--- src/rtl/spi_regif.sv ---
// SPI slave to register-bus bridge: oversampled SPI pins, all four modes, DW-bit words with read prefetch.
// Optional address auto-increment is enabled by defining SPI_REGIF_AUTOINC_EN.
module spi_regif #(
  parameter int DW   = 8,
  parameter int AW   = 7,
  parameter bit CPOL = 1'b0,
  parameter bit CPHA = 1'b0
) (
  input  logic          clk,
  input  logic          rst_n,
  input  logic          spi_clk,
  input  logic          spi_cs_n,
  input  logic          spi_mosi,
  output logic          spi_miso,
  output logic          spi_miso_oe,
  output logic [AW-1:0] bus_addr,
  output logic [DW-1:0] bus_wdata,
  output logic          bus_we,
  output logic          bus_re,
  input  logic [DW-1:0] bus_rdata,
  output logic          frame_err
);

  localparam int CW = $clog2(DW);
  localparam bit SAMPLE_RISE = (CPOL == CPHA);
  localparam logic [2:0] SYNC_RST = {CPOL, 1'b1, 1'b0};
`ifdef SPI_REGIF_AUTOINC_EN
  localparam logic [AW-1:0] ADDR_INC = AW'(1);
`else
  localparam logic [AW-1:0] ADDR_INC = '0;
`endif

  typedef enum logic [1:0] {IDLE, CMD, WR, RD} state_t;

  logic [2:0]    pad_in, sync1_reg, sync2_reg;
  logic          sclk_s, cs_s, mosi_s;
  logic          sclk_prev_reg, cs_prev_reg, mosi_d_reg;
  logic          sample_pulse_reg, shift_pulse_reg, cs_fall_reg, cs_rise_reg;
  logic [1:0]    settle_reg;
  logic          armed_reg;
  logic          sclk_rise, sclk_fall;

  state_t        state_reg;
  logic [CW-1:0] bit_cnt_reg, cnt_next;
  logic [DW-2:0] rx_shift_reg;
  logic [DW-1:0] tx_shift_reg, rx_word;
  logic [1:0]    re_pipe_reg;
  logic          word_done;

  assign pad_in = {spi_clk, spi_cs_n, spi_mosi};
  assign sclk_s = sync2_reg[2];
  assign cs_s   = sync2_reg[1];
  assign mosi_s = sync2_reg[0];
  assign sclk_rise = sclk_s & ~sclk_prev_reg;
  assign sclk_fall = ~sclk_s & sclk_prev_reg;
  assign spi_miso_oe = ~cs_s;

  // Synchronisers and registered edge detectors; mosi is delayed one more flop to line up with the sample pulse.
  always_ff @(posedge clk or negedge rst_n) begin
    if (!rst_n) begin
      sync1_reg        <= SYNC_RST;
      sync2_reg        <= SYNC_RST;
      sclk_prev_reg    <= CPOL;
      cs_prev_reg      <= 1'b1;
      mosi_d_reg       <= 1'b0;
      sample_pulse_reg <= 1'b0;
      shift_pulse_reg  <= 1'b0;
      cs_fall_reg      <= 1'b0;
      cs_rise_reg      <= 1'b0;
      settle_reg       <= 2'b00;
      armed_reg        <= 1'b0;
    end else begin
      sync1_reg        <= pad_in;
      sync2_reg        <= sync1_reg;
      sclk_prev_reg    <= sclk_s;
      cs_prev_reg      <= cs_s;
      mosi_d_reg       <= mosi_s;
      sample_pulse_reg <= SAMPLE_RISE ? sclk_rise : sclk_fall;
      shift_pulse_reg  <= SAMPLE_RISE ? sclk_fall : sclk_rise;
      // A frame already running when reset releases is ignored: CS must be seen high first.
      cs_fall_reg      <= cs_prev_reg & ~cs_s & armed_reg;
      cs_rise_reg      <= ~cs_prev_reg & cs_s;
      settle_reg       <= {settle_reg[0], 1'b1};
      if (settle_reg[1] && cs_s)
        armed_reg <= 1'b1;
    end
  end

  assign rx_word   = {rx_shift_reg, mosi_d_reg};
  assign word_done = sample_pulse_reg && (state_reg != IDLE) && (bit_cnt_reg == CW'(DW - 1));
  assign cnt_next  = sample_pulse_reg ? bit_cnt_reg + CW'(1) : bit_cnt_reg;

  always_ff @(posedge clk or negedge rst_n) begin
    if (!rst_n) begin
      state_reg    <= IDLE;
      bit_cnt_reg  <= '0;
      rx_shift_reg <= '0;
      tx_shift_reg <= '0;
      re_pipe_reg  <= 2'b00;
      spi_miso     <= 1'b0;
      bus_addr     <= '0;
      bus_wdata    <= '0;
      bus_we       <= 1'b0;
      bus_re       <= 1'b0;
      frame_err    <= 1'b0;
    end else begin
      bus_we      <= 1'b0;
      bus_re      <= 1'b0;
      frame_err   <= 1'b0;
      re_pipe_reg <= {re_pipe_reg[0], bus_re};
      if (bus_we)
        bus_addr <= bus_addr + ADDR_INC;
      if (state_reg != IDLE && sample_pulse_reg) begin
        rx_shift_reg <= rx_word[DW-2:0];
        bit_cnt_reg  <= bit_cnt_reg + CW'(1);
      end
      // With CPHA=0 the shift edge right after a word's last sample must keep the freshly loaded MSB.
      if (state_reg == RD && shift_pulse_reg && (CPHA || bit_cnt_reg != '0)) begin
        spi_miso     <= tx_shift_reg[DW-1];
        tx_shift_reg <= tx_shift_reg << 1;
      end
      if (state_reg == RD && re_pipe_reg[1]) begin
        if (CPHA == 1'b0) begin
          spi_miso     <= bus_rdata[DW-1];
          tx_shift_reg <= bus_rdata << 1;
        end else begin
          tx_shift_reg <= bus_rdata;
        end
      end
      if (word_done) begin
        case (state_reg)
          CMD: begin
            bus_addr <= rx_word[AW-1:0];
            if (rx_word[DW-1]) begin
              state_reg <= RD;
              bus_re    <= 1'b1;
            end else begin
              state_reg <= WR;
            end
          end
          WR: begin
            bus_we    <= 1'b1;
            bus_wdata <= rx_word;
          end
          RD: begin
            bus_addr <= bus_addr + ADDR_INC;
            bus_re   <= 1'b1;
          end
          default: ;
        endcase
      end
      if (cs_fall_reg) begin
        state_reg    <= CMD;
        bit_cnt_reg  <= '0;
        tx_shift_reg <= '0;
        spi_miso     <= 1'b0;
      end
      // A word finishing on the same cycle as CS rise has already strobed above and is not an error.
      if (cs_rise_reg && state_reg != IDLE) begin
        if (cnt_next != '0)
          frame_err <= 1'b1;
        state_reg   <= IDLE;
        bit_cnt_reg <= '0;
        spi_miso    <= 1'b0;
      end
    end
  end

endmodule

--- config.mk ---
export PLATFORM = sky130hd
export DESIGN_NAME = spi_regif
export DESIGN_NICKNAME = d
export VERILOG_FILES = /design/src/rtl/spi_regif.sv
export SDC_FILE = /design/constraint.sdc
export NUM_CORES = 1
export LEC_CHECK = 0
export ABC_CLOCK_PERIOD_IN_PS = 2900
export BUFFER_PORTS_ARGS = -buffer_cell sky130_fd_sc_hd__buf_2
export CAP_MARGIN = 20
export CORE_ASPECT_RATIO = 1.75
export CORE_UTILIZATION = 30
export CTS_BUF_LIST = sky130_fd_sc_hd__clkbuf_4 sky130_fd_sc_hd__clkbuf_8 sky130_fd_sc_hd__clkbuf_16
export DETAILED_ROUTE_END_ITERATION = 8
export SETUP_SLACK_MARGIN = 0.4
export SYNTH_ARGS = -nofsm -noshare
export SYNTH_HDL_FRONTEND = slang
export SYNTH_SLANG_ARGS = --single-unit
--- constraint.sdc ---
create_clock -name clk -period 2.9 [get_ports clk]
set_clock_uncertainty 0.2 [all_clocks]
set_input_delay 0.29 -clock clk [delete_from_list [all_inputs] [get_ports clk]]
set_output_delay 0.29 -clock clk [all_outputs]
set_load 0.005 [all_outputs]
[Word-level counts from Yosys, hierarchy flattened]
Index checks and enable logic that the tools add are counted.
Word-level totals
  flip-flop bits (word level): 57
  input port bits: 13
  output and inout port bits: 20
  logic and storage cells: 79
Cells by class
  add/subtract/negate cells: 1
  equality and inequality tests: 4
  muxes and demuxes: 25
  bitwise gates (word level): 9
  reductions and logical operators: 18
Operator list (count)
  $mux W8: 3
  $reduce_bool A3 Y1: 6
  $mux W7: 2
  $mux W3: 4
  $mux W1: 11
  $mux W2: 4
  $logic_and A1 B1 Y1: 7
  $reduce_and A2 Y1: 3
  $and A1 B1 Y1: 5
  $eq A2 B2 Y1 const B: 2
  $not A1 Y1: 4
  $reduce_bool A4 Y1: 1
  $add A3 B1 Y3 const B: 1
  $eq A3 B3 Y1 const B: 1
  $eq A2 B1 Y1 const B: 1
  $pmux W1 S2: 1
  $reduce_bool A2 Y1: 1

[Depth between registers and ports, before layout]
  depth after elaboration: 7
  gate-level depth with buffers: 6
  depth with buffers taken out: 5

[Worst setup path after synthesis]
Ideal clock, no wire load.
  path type: register to register
  start: reg bit_cnt_reg[0]
  end: reg bus_addr[0]
  setup time: 0.125 ns
  arrival: 1.426 ns
  required time: 2.575 ns
  setup slack: 1.149 ns
  cell stages (with the launch flop): 7
  path buffers: 1
  clock period less this slack: 1.751 ns
  path through: dfrtp_1 -> ha_1 -> ha_1 -> nand3_2 -> nand2b_1 -> buf_6 -> mux2_2
Between the ends
  longest elaborated chain between the ends: 3
RTL lines
  start, declared: line 44  | logic [CW-1:0] bit_cnt_reg, cnt_next;
  start signal, assigned: line 115  | bit_cnt_reg <= bit_cnt_reg + CW'(1);
  $eq A3 B3 Y1: line 90  | assign word_done = sample_pulse_reg && (state_reg != IDLE) && (bit_cnt_reg == CW'(DW - 1));
  $logic_and A1 B1 Y1: line 90
  $reduce_and A2 Y1 (no source line)
  end signal, assigned: line 112  | bus_addr <= bus_addr + ADDR_INC;
  end signal, assigned: line 133  | bus_addr <= rx_word[AW-1:0];
  end signal, assigned: line 146  | bus_addr <= bus_addr + ADDR_INC;
  end, declared: line 16  | output logic [AW-1:0] bus_addr,
No other way between the ends.
A chain may end at the register's enable or synchronous reset.

[Worst setup path in the final report]
  start: reg bit_cnt_reg[0]
  end: reg bus_addr[5]
Same word-level chain as after synthesis.

==> results.json <==
{
  "seq_power_share_pct": 54.1,
  "min_path_cells": 3,
  "hold_start": "bus_rdata[4]",
  "setup_ws_ns": 0.955,
  "synth-simple-area-share_pct": 7.30,
  "nets": 218,
  "via_per_inst": 4.58,
  "finalCriticalPeriod_ns": 1.94,
  "multi_input_area_um2": 706,
  "core_um2": 7180,
  "antenna_left": 0,
  "fmax_ghz": 0.514,
  "ys_seq_elements": 56,
  "syn_nets": 179,
  "regMostFlops": "bus_wdata",
  "place_congestion": 0.714,
  "synth_compound_area_share_pct": 10.1,
  "power_w": 0.00169,
  "grtUsageTotal_pct": 10.6,
  "powerDensity_nw_per_um2": 633,
  "crit_path_cell_trace": "ha_1, ha_1, nand3_2, nand2b_1, mux2_2",
  "timing.rr.start": "bit_cnt_reg[0]$_DFFE_PN0P_",
  "cts.sinks": 56,
  "yosys.area_share.adder_pct": 1.68,
  "fp-row-count": 41,
  "cp-start-kind": "flop",
  "cts_tree": "done",
  "crit_top_cell": "ha_1",
  "critical_path_class": "reg2reg",
  "wl_per_cell_um": 12.8,
  "numCtsBuffers": 5,
  "yosysWarnings": 0,
  "antenna_found_initial": 0,
  "status": "completed",
  "grt_overflow": 0,
  "drt_iter0_drc": 42,
  "p_clk_share_pct": 36.7,
  "combPwrFrac_pct": 9.2,
  "drv_cap": 0,
  "worstReg2RegEnd": "bus_addr[5]$_DFFE_PN0P_",
  "clock_latency_ns": 0.29,
  "place_hpwl_um": 2460,
  "total_leakage_power_nw": 1.31,
  "startpoint": "bit_cnt_reg[0]$_DFFE_PN0P_",
  "swShare_pct": 23.9,
  "critPathMaxFanout": 7,
  "critPathArrivalTime_ns": 1.92,
  "maxSlewViolCount": 0,
  "r2r_slack_ns": 0.96,
  "max-clock-path-buffers": 2,
  "ir_drop_uv": 354,
  "hp-class": "in2reg",
  "dieArea_um2": 7790,
  "synth_xor_area_share_pct": 0.393,
  "drive_gt1_share_pct": 39.9,
  "async_reset_ff_share_pct": 100,
  "place_ws_ns": 0.941,
  "worstHoldEndpoint": "tx_shift_reg[5]$_DFFE_PN0P_",
  "rsz0062_at_grt": "no",
  "vias": 1323,
  "antenna_cells": 0,
  "final_area_um2": 2670,
  "synth-edff-count": 0,
  "tns_ns": 0,
  "drc": 0,
  "largest_register_ffs": 8,
  "start_util_pct": 31.0,
  "fill_cells": 703,
  "cp-end-kind": "flop",
  "ys.flop_type": "dfrtp_1",
  "synth_top_family_by_area": "multiplexers",
  "synthToLayoutAreaGrowth_pct": 19.6,
  "cts-root-buf": "clkbuf_16",
  "cp.required_ns": 2.87,
  "power.internal_w": 0.00128,
  "drt_wl_total_um": 3700,
  "final_cell_mix": "53 x dfrtp_1, 32 x buf_2, 22 x mux2_2",
  "grt_pass1_wl_um": 6100,
  "reg2regPathDepth": 5,
  "post_dp_cell_area_um2": 2450,
  "synth_seq_area_share_pct": 63.1,
  "io_buffers": 32,
  "fin_util_pct": 37.1,
  "cts.htree.levels": 2,
  "postSynthAreaPerCell_um2": 13.7,
  "clk_transition_reported_paths_ns": 0.07,
  "final_hold_viol_count": 0,
  "seqCellArea_um2": 1410,
  "first_pass_iters": 2,
  "layout_commonest_cell": "dfrtp_1",
  "slowest_delay_ns": 0.41,
  "grt_pass1_vias": 1283,
  "synth_area_um2": 2230,
  "die_h_um": 116,
  "synth_cells": 163,
  "synthMuxAreaShare_pct": 12.0,
  "grt_max_degree": 46,
  "io_pins": 33,
  "synthDistinctLibCells": 35,
  "die_x_um": 67.2,
  "finalCritPeriodShare_pct": 67.1,
  "p_switching_w": 0.000404,
  "slowest_stage": "dfrtp_1",
  "setup_violations": 0
}
-- power groups by stage --
stage,Sequential (W),Combinational (W),Clock (W)
4_1_cts,0.000914,0.000156,0.000645
3_3_place_gp,0.000928,0.000148,0
6_report,0.000913,0.000156,0.000618
2_1_floorplan,0.000898,0.000123,0
3_5_place_dp,0.000930,0.000152,0
5_1_grt,0.000927,0.000176,0.000670
-- cells by family (layout without fill, tap and decap cells) --
logic type,after synthesis,count (layout)
DFF,56,56
AOI/OAI and AO/OA,29,29
and+or+nand+nor,28,28
muxes,24,24
buffers and inverters,21,61
adders and majority gates,3,3
other,1,1
xor gates and xnor gates,1,1
-- per-layer routing --
layer / global-route usage [%] / vias up / part of all wire (%)
met1: 12.9 / 659 / 44
met3: 2.76 / 5 / 4.6
met5: 0 / - / 0
met4: 5.53 / 0 / 2.3
li1: - / 634 / -
met2: 16.9 / 25 / 50
-- per-stage QoR --
step / cells / hold WS, ns
global placement: 276 / 0.131
finish: 289 / 0.0782
floorplan: 163 / -0.206
global route: 289 / 0.0818
detailed placement: 276 / 0.135
CTS: 287 / 0.0108
-- cells in the mapped netlist, types with 2 or more instances --
| master | n | area [um2] |
|---|---|---|
| a211oi_1 | 5 | 37.5 |
| a211oi_2 | 2 | 25.0 |
| a21oi_1 | 2 | 10.0 |
| buf_4 | 2 | 15.0 |
| buf_6 | 4 | 45.0 |
| dfrtp_1 | 53 | 1330 |
| dfstp_2 | 3 | 78.8 |
| ha_1 | 3 | 37.5 |
| inv_1 | 13 | 48.8 |
| mux2_2 | 22 | 248 |
| mux2i_1 | 2 | 20.0 |
| nand2b_1 | 2 | 12.5 |
| nand3_2 | 2 | 20.0 |
| nor2_1 | 13 | 48.8 |
| nor2b_1 | 3 | 18.8 |
| nor3_1 | 2 | 10.0 |
| o21ai_0 | 7 | 35.0 |
| o31a_1 | 2 | 17.5 |
| o31a_2 | 5 | 50.1 |
-- cell type report --
cell class	instances	share of cell area, %
multi-input cells	86	26.5
clock inverters	1	0.329
repair buffers	40	9.11
inverters	13	1.83
clock buffers	7	5.49
flip-flops and latches	56	52.7
well taps	86	4.04
-- timing repair --
| action | 4_1_cts | 5_1_grt |
|---|---|---|
| setup endpoints to repair | 0 | 0 |
| hold buffers | 3 | 1 |
| gates resized for setup | 0 | 0 |
| endpoints found under the hold margin | 3 | 13 |
| buffers inserted | 0 | 0 |
-- how the worst max path moves through the flow --
stage	endpoint	slack [ns]
2_1_floorplan	bus_addr[0]$_DFFE_PN0P_	1.15
3_3_place_gp	bus_addr[3]$_DFFE_PN0P_	0.98
3_5_place_dp	bus_addr[0]$_DFFE_PN0P_	0.94
4_1_cts	bus_addr[5]$_DFFE_PN0P_	0.93
5_1_grt	bus_addr[1]$_DFFE_PN0P_	0.84
6_report	bus_addr[5]$_DFFE_PN0P_	0.96
-- critical path: cells and delay by family (launching register included) --
family	cells	cell delay [ns]
simple gates	2	0.41
mux	1	0.38
fa+ha+maj	2	0.43
flops	1	0.41
Note: power is estimated with default switching activity, not from simulation.
